==> src/rtl/uart_buf_pkg.sv <==
// Shared definitions for the UART byte history/replay buffer.
//   state_e      : controller states (idle, pop, hold, send)
//   DefaultWidth : default UART data word width
package uart_buf_pkg;

  localparam int unsigned DefaultWidth = 8;

  typedef enum logic [1:0] {
    StIdle = 2'd0,
    StPop  = 2'd1,
    StHold = 2'd2,
    StSend = 2'd3
  } state_e;

endpackage

==> src/rtl/uart_byte_shiftbuf.sv <==
// UART byte history buffer with replay.
// Pops bytes from a show-ahead UART receive FIFO into a shift history (byte 0 newest) and, on
// send_tick, replays the history to the transmit FIFO oldest byte first.
// Optional feature: define UART_BUF_ECHO_EN to echo every popped byte to the transmit FIFO.
//
// Ports
//   clk       : system clock, rising edge
//   reset     : asynchronous active-high reset
//   rx_empty  : receive FIFO empty
//   r_data    : receive FIFO head (valid while rx_empty=0)
//   rd_uart   : one-cycle pop strobe to the receive FIFO (registered)
//   tx_full   : transmit FIFO full
//   w_data    : byte presented to the transmit FIFO (registered)
//   wr_uart   : one-cycle push strobe to the transmit FIFO (registered)
//   send_tick : single-cycle replay request
//   words     : history, byte 0 (LSBs) newest
//   count     : number of valid history bytes, saturating at NBYTES
//   busy      : controller not idle
module uart_byte_shiftbuf
  import uart_buf_pkg::*;
#(
  parameter int unsigned NBYTES = 2,
  parameter int unsigned WIDTH  = DefaultWidth
) (
  input  logic                          clk,
  input  logic                          reset,
  input  logic                          rx_empty,
  input  logic [WIDTH-1:0]              r_data,
  output logic                          rd_uart,
  input  logic                          tx_full,
  output logic [WIDTH-1:0]              w_data,
  output logic                          wr_uart,
  input  logic                          send_tick,
  output logic [NBYTES*WIDTH-1:0]       words,
  output logic [$clog2(NBYTES+1)-1:0]   count,
  output logic                          busy
);

  localparam int unsigned CntW = $clog2(NBYTES + 1);
  localparam int unsigned IdxW = (NBYTES > 1) ? $clog2(NBYTES) : 1;

  state_e                  state_q;
  logic [NBYTES*WIDTH-1:0] words_q;
  logic [NBYTES*WIDTH-1:0] words_shift;
  logic [CntW-1:0]         count_q;
  logic [IdxW-1:0]         index_q;
  logic                    rd_q;
  logic                    wr_q;
  logic                    busy_q;
  logic [WIDTH-1:0]        wdata_q;
  logic [WIDTH-1:0]        sel_byte;

  // New byte enters at the bottom, oldest byte falls off the top.
  always_comb begin
    words_shift              = words_q << WIDTH;
    words_shift[WIDTH-1:0]   = r_data;
  end

  always_comb begin
    sel_byte = words_q[index_q*WIDTH +: WIDTH];
  end

  always_ff @(posedge clk or posedge reset) begin
    if (reset) begin
      state_q <= StIdle;
      words_q <= '0;
      count_q <= '0;
      index_q <= '0;
      rd_q    <= 1'b0;
      wr_q    <= 1'b0;
      busy_q  <= 1'b0;
      wdata_q <= '0;
    end else begin
      rd_q <= 1'b0;
      wr_q <= 1'b0;
      unique case (state_q)
        StIdle: begin
          // Replay request has priority over a waiting receive byte.
          if (send_tick) begin
            state_q <= StSend;
            index_q <= IdxW'(count_q - CntW'(1));
            busy_q  <= 1'b1;
          end else if (!rx_empty) begin
            state_q <= StPop;
            rd_q    <= 1'b1;
            busy_q  <= 1'b1;
          end
        end
        StPop: begin
          // rd_uart is high in this cycle, so the FIFO pops at this edge while r_data is captured.
          words_q <= words_shift;
          if (count_q != CntW'(NBYTES)) begin
            count_q <= count_q + CntW'(1);
          end
          state_q <= StHold;
`ifdef UART_BUF_ECHO_EN
          // Registered so the echo strobe lands in the HOLD cycle; a full FIFO drops the echo.
          if (!tx_full) begin
            wr_q    <= 1'b1;
            wdata_q <= r_data;
          end
`endif
        end
        StHold: begin
          // One idle cycle lets the FIFO empty flag reflect the pop.
          state_q <= StIdle;
          busy_q  <= 1'b0;
        end
        StSend: begin
          if (count_q == '0) begin
            state_q <= StIdle;
            busy_q  <= 1'b0;
          end else if (!tx_full) begin
            wr_q    <= 1'b1;
            wdata_q <= sel_byte;
            index_q <= index_q - IdxW'(1);
            if (index_q == '0) begin
              state_q <= StIdle;
              busy_q  <= 1'b0;
            end
          end
        end
        default: begin
          state_q <= StIdle;
          busy_q  <= 1'b0;
        end
      endcase
    end
  end

  assign rd_uart = rd_q;
  assign wr_uart = wr_q;
  assign w_data  = wdata_q;
  assign words   = words_q;
  assign count   = count_q;
  assign busy    = busy_q;

endmodule

==> config.mk <==
export PLATFORM = sky130hd
export DESIGN_NAME = uart_byte_shiftbuf
export DESIGN_NICKNAME = d
export VERILOG_FILES = /design/src/rtl/uart_buf_pkg.sv /design/src/rtl/uart_byte_shiftbuf.sv
export SDC_FILE = /design/constraint.sdc
export NUM_CORES = 1
export LEC_CHECK = 0
export ABC_AREA = 1
export CAP_MARGIN = 30
export CORE_MARGIN = 1.5
export CORE_UTILIZATION = 46
export DETAILED_ROUTE_END_ITERATION = 8
export GPL_TIMING_DRIVEN = 0
export HOLD_SLACK_MARGIN = 0.08
export MAX_ROUTING_LAYER = met4
export PLACE_DENSITY = 0.78
export SYNTH_ARGS = -nofsm -noshare
export SYNTH_HDL_FRONTEND = slang
export SYNTH_SLANG_ARGS = --single-unit
==> constraint.sdc <==
create_clock -name clk -period 1.75 [get_ports clk]
set_input_delay 0.35 -clock clk [delete_from_list [all_inputs] [get_ports clk]]
set_output_delay 0.35 -clock clk [all_outputs]
set_load 0.03 [all_outputs]
==> results.json, run 1 <==
{
  "path_class": "register to output pin",
  "slowest_stage": "clkdlybuf4s50_1",
  "rows": 19,
  "clock_power_share_pct": 8.8,
  "finalSetupViolCount": 0,
  "rr_startpoint": "count[0]$_DFFE_PP0P_",
  "die_w_um": 58.3,
  "top_usage_layer": "met2",
  "met3_usage_pct": 4.62,
  "dpl.hpwl_mm": 2.35,
  "ir_drop_mv": 1.03,
  "synthCells": 158,
  "syn_area_sq_mm": 0.00141,
  "diodes": 0,
  "p_seq_share_pct": 33.1,
  "violations": "design-rule violations",
  "yosysSeqAreaShare_pct": 56.9,
  "syn_area_per_cell_sq_um": 8.90,
  "grt_use_met2_pct": 31.1,
  "cts.sinks": 32,
  "num_vias": 1231,
  "first_iter_violations": 40,
  "viasPerCell": 5.22,
  "path_buf_inv": 1,
  "p_int_mw": 2.07,
  "numPortBuffers": 41,
  "switching_power_mw": 1.91,
  "holdBufCountCts": 0,
  "drive_above_1_share_pct": 7.80,
  "clock-skew-final_ps": 8.65,
  "hp-class": "primary input to asynchronous set/reset pin",
  "area_delta_synth_final_pct": 38.3,
  "cp-end-kind": "output pin",
  "root_buffer": "clkbuf_4",
  "post-synth-top-area-fraction_pct": 56.9,
  "die-area_sq_mm": 0.00340,
  "clockBufferDepth": 2,
  "numCtsBuffers": 5,
  "cp.arrival_ps": 1360,
  "synthesis.nets": 174,
  "leakage_nw": 1.05,
  "use_met1_pct": 27.7,
  "critPathRequiredTime_ps": 1400,
  "final_antenna_net_count": 0,
  "antenna_found_initial": 0,
  "startpoint_type": "register",
  "wirelength_mm": 3.06,
  "final-hold-violation-count": 0,
  "hold_ws_ps": 394,
  "post-place-ws_ps": 96.8,
  "r2r_cells": 6,
  "reg2reg_slack_ps": 240,
  "yosys.area.top_type": "dfrtp_1",
  "setup_slack_ps": 42.6,
  "grt_pass1_vias": 1150,
  "drv_cap": 0,
  "grt_start_max_net_pins": 19,
  "grt_use_total_pct": 21.0,
  "io_pins": 42,
  "tightestPinTransition_ps": 628,
  "slew_viol_final": 0,
  "fin_nets": 223,
  "synth.area.top_cells": "dfrtp_1, nand2_1, o21ai_0",
  "p_comb_share_pct": 58.0,
  "htreeDepth": 2,
  "fmax_mhz": 586,
  "path_cells": "clkdlybuf4s50_1",
  "place_congestion": 0.846,
  "period_needed_ps": 1710,
  "status": "finished with violations",
  "fill_cells": 217,
  "insertion_delay_ps": 330,
  "grt_overflow": 0,
  "grt_pass1_wl_mm": 5.16,
  "crit_fanout": 2,
  "ys.flop_type": "dfrtp_1",
  "synth_warnings": 0,
  "crit_family": "buffers and inverters",
  "p_sw_share_pct": 47.9,
  "rsz0062_at_grt": "false",
  "rr_endpoint": "w_data[0]$_DFFE_PP0P_",
  "max_stage_delay_ps": 670,
  "ys_ff_latch": 32,
  "drt-pass1-iter-count": 7,
  "coreArea_sq_mm": 0.00283,
  "period_share_pct": 97.6,
  "synth.distinct_cells": 19,
  "powerDensity_mw_per_mm2": 2050,
  "die_height_um": 58.3,
  "initial_utilization_pct": 49.7,
  "synthArstFlopShare_pct": 100,
  "wl_per_cell_um": 13.0,
  "synth_commonest_cells": "dfrtp_1, nand2_1, nor2_1",
  "synth-edff-count": 0,
  "max-slew-margin-rel_pct": 58.1,
  "cts_tree": "yes",
  "clkTransAtPathRegs_ps": 90,
  "drc": 2
}
-- metrics by stage --
step | std cells | utilization (%) | total power, mW | setup TNS [ps] | instance area (sq um)
2_1_floorplan | 158 | - | 2.79 | 0 | 1410
3_3_place_gp | 230 | 65.6 | 3.62 | -606 | 1860
3_5_place_dp | 231 | 66.6 | 3.72 | 0 | 1880
4_1_cts | 236 | 67.6 | 4.03 | 0 | 1910
5_1_grt | 236 | 68.8 | 4.28 | 0 | 1950
6_report | 236 | 68.8 | 3.98 | 0 | 1950
-- timing repair --
| item | 4_1_cts | 5_1_grt |
|---|---|---|
| pin swaps | 0 | 0 |
| resized for setup | 6 | 13 |
| setup buffers | 0 | 0 |
| endpoints found under the setup margin | 6 | 13 |
-- area by class of cell --
class	count	area (sq um)	area share, %
multi-input cells	102	498	25.6
flip-flops and latches	32	801	41.2
well taps	31	38.8	1.99
plain buffers	5	36.3	1.86
repair buffers	42	463	23.8
clock buffers	5	37.5	1.93
inverters	19	71.3	3.67
-- flip-flops by register name (all words and copies together), names as in the netlist --
register	flops
w_data	8
state_q	2
words	16
rd_uart	1
index_q	1
count	2
wr_uart	1
busy	1
-- how the worst max path moves through the flow --
stage,slack (ps),cells after the start,from,endpoint
2_1_floorplan,170,6,count[0]$_DFFE_PP0P_,w_data[0]$_DFFE_PP0P_
3_3_place_gp,-20,2,reset,words[4]$_DFFE_PP0P_
3_5_place_dp,100,5,tx_full,w_data[0]$_DFFE_PP0P_
4_1_cts,2,1,count[1]$_DFFE_PP0P_,count[1]
5_1_grt,2,1,w_data[5]$_DFFE_PP0P_,w_data[5]
6_report,40,1,words[5]$_DFFE_PP0P_,words[5]
-- cell families after synthesis --
group / after synthesis / synth area share, %
flops: 32 / 56.9
buf+inv: 24 / 7.65
fa+ha+maj: 3 / 2.67
simple gates: 62 / 18.9
xor+xnor: 1 / 0.623
compound gates: 36 / 13.3
-- cells in the final DEF (no fill, tap or decap), drive strengths merged --
cell | synthesis | layout
nand2 | 33 | 33
dfrtp | 32 | 32
nor2 | 26 | 26
clkdlybuf4s50 | 0 | 22
inv | 19 | 19
o21ai | 18 | 18
a21oi | 17 | 17
dlymetal6s2s | 0 | 13
dlygate4sd2 | 0 | 6
clkbuf | 1 | 6
buf | 4 | 5
ha | 3 | 3
nand3 | 2 | 2
o211ai | 1 | 1
xor2 | 1 | 1
nor3 | 1 | 1
-- power by group through the flow --
stage | combinational [mW] | sequential, mW | clock, mW
after CTS | 2.35 | 1.33 | 0.359
after global routing | 2.51 | 1.37 | 0.393
final | 2.31 | 1.32 | 0.352
after global placement | 2.30 | 1.32 | 0
after detailed placement | 2.38 | 1.34 | 0
after floorplan | 0.865 | 1.93 | 0
-- layer usage --
layer | vias to the layer above | wire length (um)
met5 | - | 0
met4 | 0 | 58
met3 | 9 | 127
met2 | 32 | 1500
met1 | 596 | 1380
li1 | 594 | -
Note: power is estimated with default switching activity, not from simulation.
==> inputs of run 2 (changes only) <==
==> constraint.sdc (replaced) <==
create_clock -name clk -period 1.6 [get_ports clk]
set_input_delay 0.32 -clock clk [delete_from_list [all_inputs] [get_ports clk]]
set_output_delay 0.32 -clock clk [all_outputs]
set_load 0.03 [all_outputs]
==> results.json, run 2 (synthesis gave the netlist of run 1 again) <==
{
  "clockBufferDepth": 2,
  "rsz0062_at_grt": "false",
  "clkTransAtPathRegs_ps": 90,
  "drive_above_1_share_pct": 7.80,
  "root_buffer": "clkbuf_4",
  "die_height_um": 58.3,
  "post-route-util_pct": 66.6,
  "antenna_found_initial": 0,
  "path_class": "register to register",
  "status": "finished with violations",
  "hp-class": "primary input to asynchronous set/reset pin",
  "area_delta_synth_final_pct": 34.0,
  "ir_drop_mv": 1.05,
  "crit_fanout": 10,
  "wirelength_mm": 3.05,
  "startpoint_type": "register",
  "setup_slack_ps": 155,
  "place_congestion": 0.846,
  "cts_tree": "yes",
  "final_antenna_net_count": 0,
  "rows": 19,
  "totalPowerFinal_mw": 4.19,
  "final-hold-violation-count": 0,
  "reg2reg_slack_ps": 150,
  "period_share_pct": 90.3,
  "tightestPinTransition_ps": 627,
  "cts.sinks": 32,
  "die-area_sq_mm": 0.00340,
  "rr_endpoint": "w_data[0]$_DFFE_PP0P_",
  "drv_cap": 0,
  "fmax_mhz": 692,
  "largest_register_ffs": 16,
  "slew_viol_final": 0,
  "grt_start_max_net_pins": 19,
  "postCtsSetupBuffers": 0,
  "dpl.hpwl_mm": 2.35,
  "finalSetupViolCount": 0,
  "numCtsBuffers": 5,
  "rr_startpoint": "count[0]$_DFFE_PP0P_",
  "diodes": 0,
  "holdBufCountCts": 0,
  "drc": 2,
  "hold_ws_ps": 364,
  "post-place-ws_ps": -23.2,
  "clock-skew-final_ps": 6.90,
  "num_vias": 1211,
  "powerDensity_mw_per_mm2": 2220,
  "initial_utilization_pct": 49.7,
  "leakage_nw": 0.962,
  "cp.arrival_ps": 1700,
  "viasPerCell": 5.13,
  "wl_per_cell_um": 12.9,
  "io_pins": 42,
  "grt_use_total_pct": 21.2,
  "grt_pass1_vias": 1153,
  "grt_pass1_wl_mm": 5.20,
  "fin_nets": 223,
  "htreeDepth": 2,
  "critPathRequiredTime_ps": 1850,
  "r2r_cells": 6,
  "numPortBuffers": 41,
  "cp-end-kind": "register",
  "drt-pass1-iter-count": 6,
  "die_w_um": 58.3,
  "first_iter_violations": 43,
  "insertion_delay_ps": 330,
  "max-slew-margin-rel_pct": 58.2,
  "grt_overflow": 0,
  "violations": "design-rule violations",
  "period_needed_ps": 1450,
  "fill_cells": 242,
  "layout_common_cells": "nand2_1, dfrtp_1, dlygate4sd2_1",
  "coreArea_sq_mm": 0.00283
}
[run 2: power by group]
group / internal [mW] / total [mW] / leakage (nW) / switching [mW]
combinational: 0.765 / 2.37 / 0.549 / 1.60
clock: 0.146 / 0.384 / 0.0230 / 0.238
sequential: 1.19 / 1.44 / 0.390 / 0.243
[run 2: worst max-delay path by stage]
stage,startpoint,to,slack [ps]
6_report,count[0]$_DFFE_PP0P_,w_data[0]$_DFFE_PP0P_,150
5_1_grt,count[0]$_DFFE_PP0P_,w_data[0]$_DFFE_PP0P_,30
4_1_cts,count[0]$_DFFE_PP0P_,w_data[0]$_DFFE_PP0P_,80
3_5_place_dp,tx_full,w_data[0]$_DFFE_PP0P_,-20
3_3_place_gp,reset,words[4]$_DFFE_PP0P_,-140
2_1_floorplan,count[0]$_DFFE_PP0P_,w_data[0]$_DFFE_PP0P_,20
[run 2: critical path, cell delays in order, from the launching register on]
cell and delay [ps]:
dfrtp_1 340, inv_1 100, ha_1 260, nor3_4 310, buf_6 200, nor2_2 40, a21oi_2 100
[run 2: cell type report]
type | instances | area, sq um | area share (%)
Sequential cell | 32 | 801 | 42.5
Multi-Input combinational cell | 102 | 498 | 26.4
Timing Repair Buffer | 42 | 402 | 21.3
Inverter | 19 | 71.3 | 3.78
Tap cell | 31 | 38.8 | 2.06
Clock buffer | 5 | 37.5 | 1.99
Buffer | 5 | 36.3 | 1.93
[run 2: per-layer routing]
metal  track usage (%)  part of all wire, %  up-vias  routed length [um]
li1                  -                    -      597                   -
met1              27.8                   45      567                1380
met2              31.5                   48       40                1470
met3              4.62                  4.7        7                 143
met4              9.97                  1.7        0                  52
met5                 -                    0        -                   0
[run 2: through the flow]
step / area, sq um / setup TNS [ps] / cells
floorplan: 1410 / 0 / 158
global placement: 1860 / -4450 / 230
detailed placement: 1880 / -23.2 / 231
CTS: 1880 / 0 / 236
global route: 1880 / 0 / 236
finish: 1880 / 0 / 236
[run 2: repair_timing]
action                                  in CTS  in global routing
resized for setup                           29                  0
pin swaps                                    0                  1
cloned                                       0                  0
endpoints found under the setup margin      29                  1
==> inputs of run 3 (changes only) <==
--- a/config.mk
+++ b/config.mk
@@ -6,7 +6,7 @@
 export NUM_CORES = 1
 export LEC_CHECK = 0
 export ABC_AREA = 1
-export CAP_MARGIN = 30
+export CAP_MARGIN = 20
 export CORE_MARGIN = 1.5
 export CORE_UTILIZATION = 46
 export DETAILED_ROUTE_END_ITERATION = 8
==> results of run 3 <==
The final DEF is identical to that of run 2; final timing and power are the same.
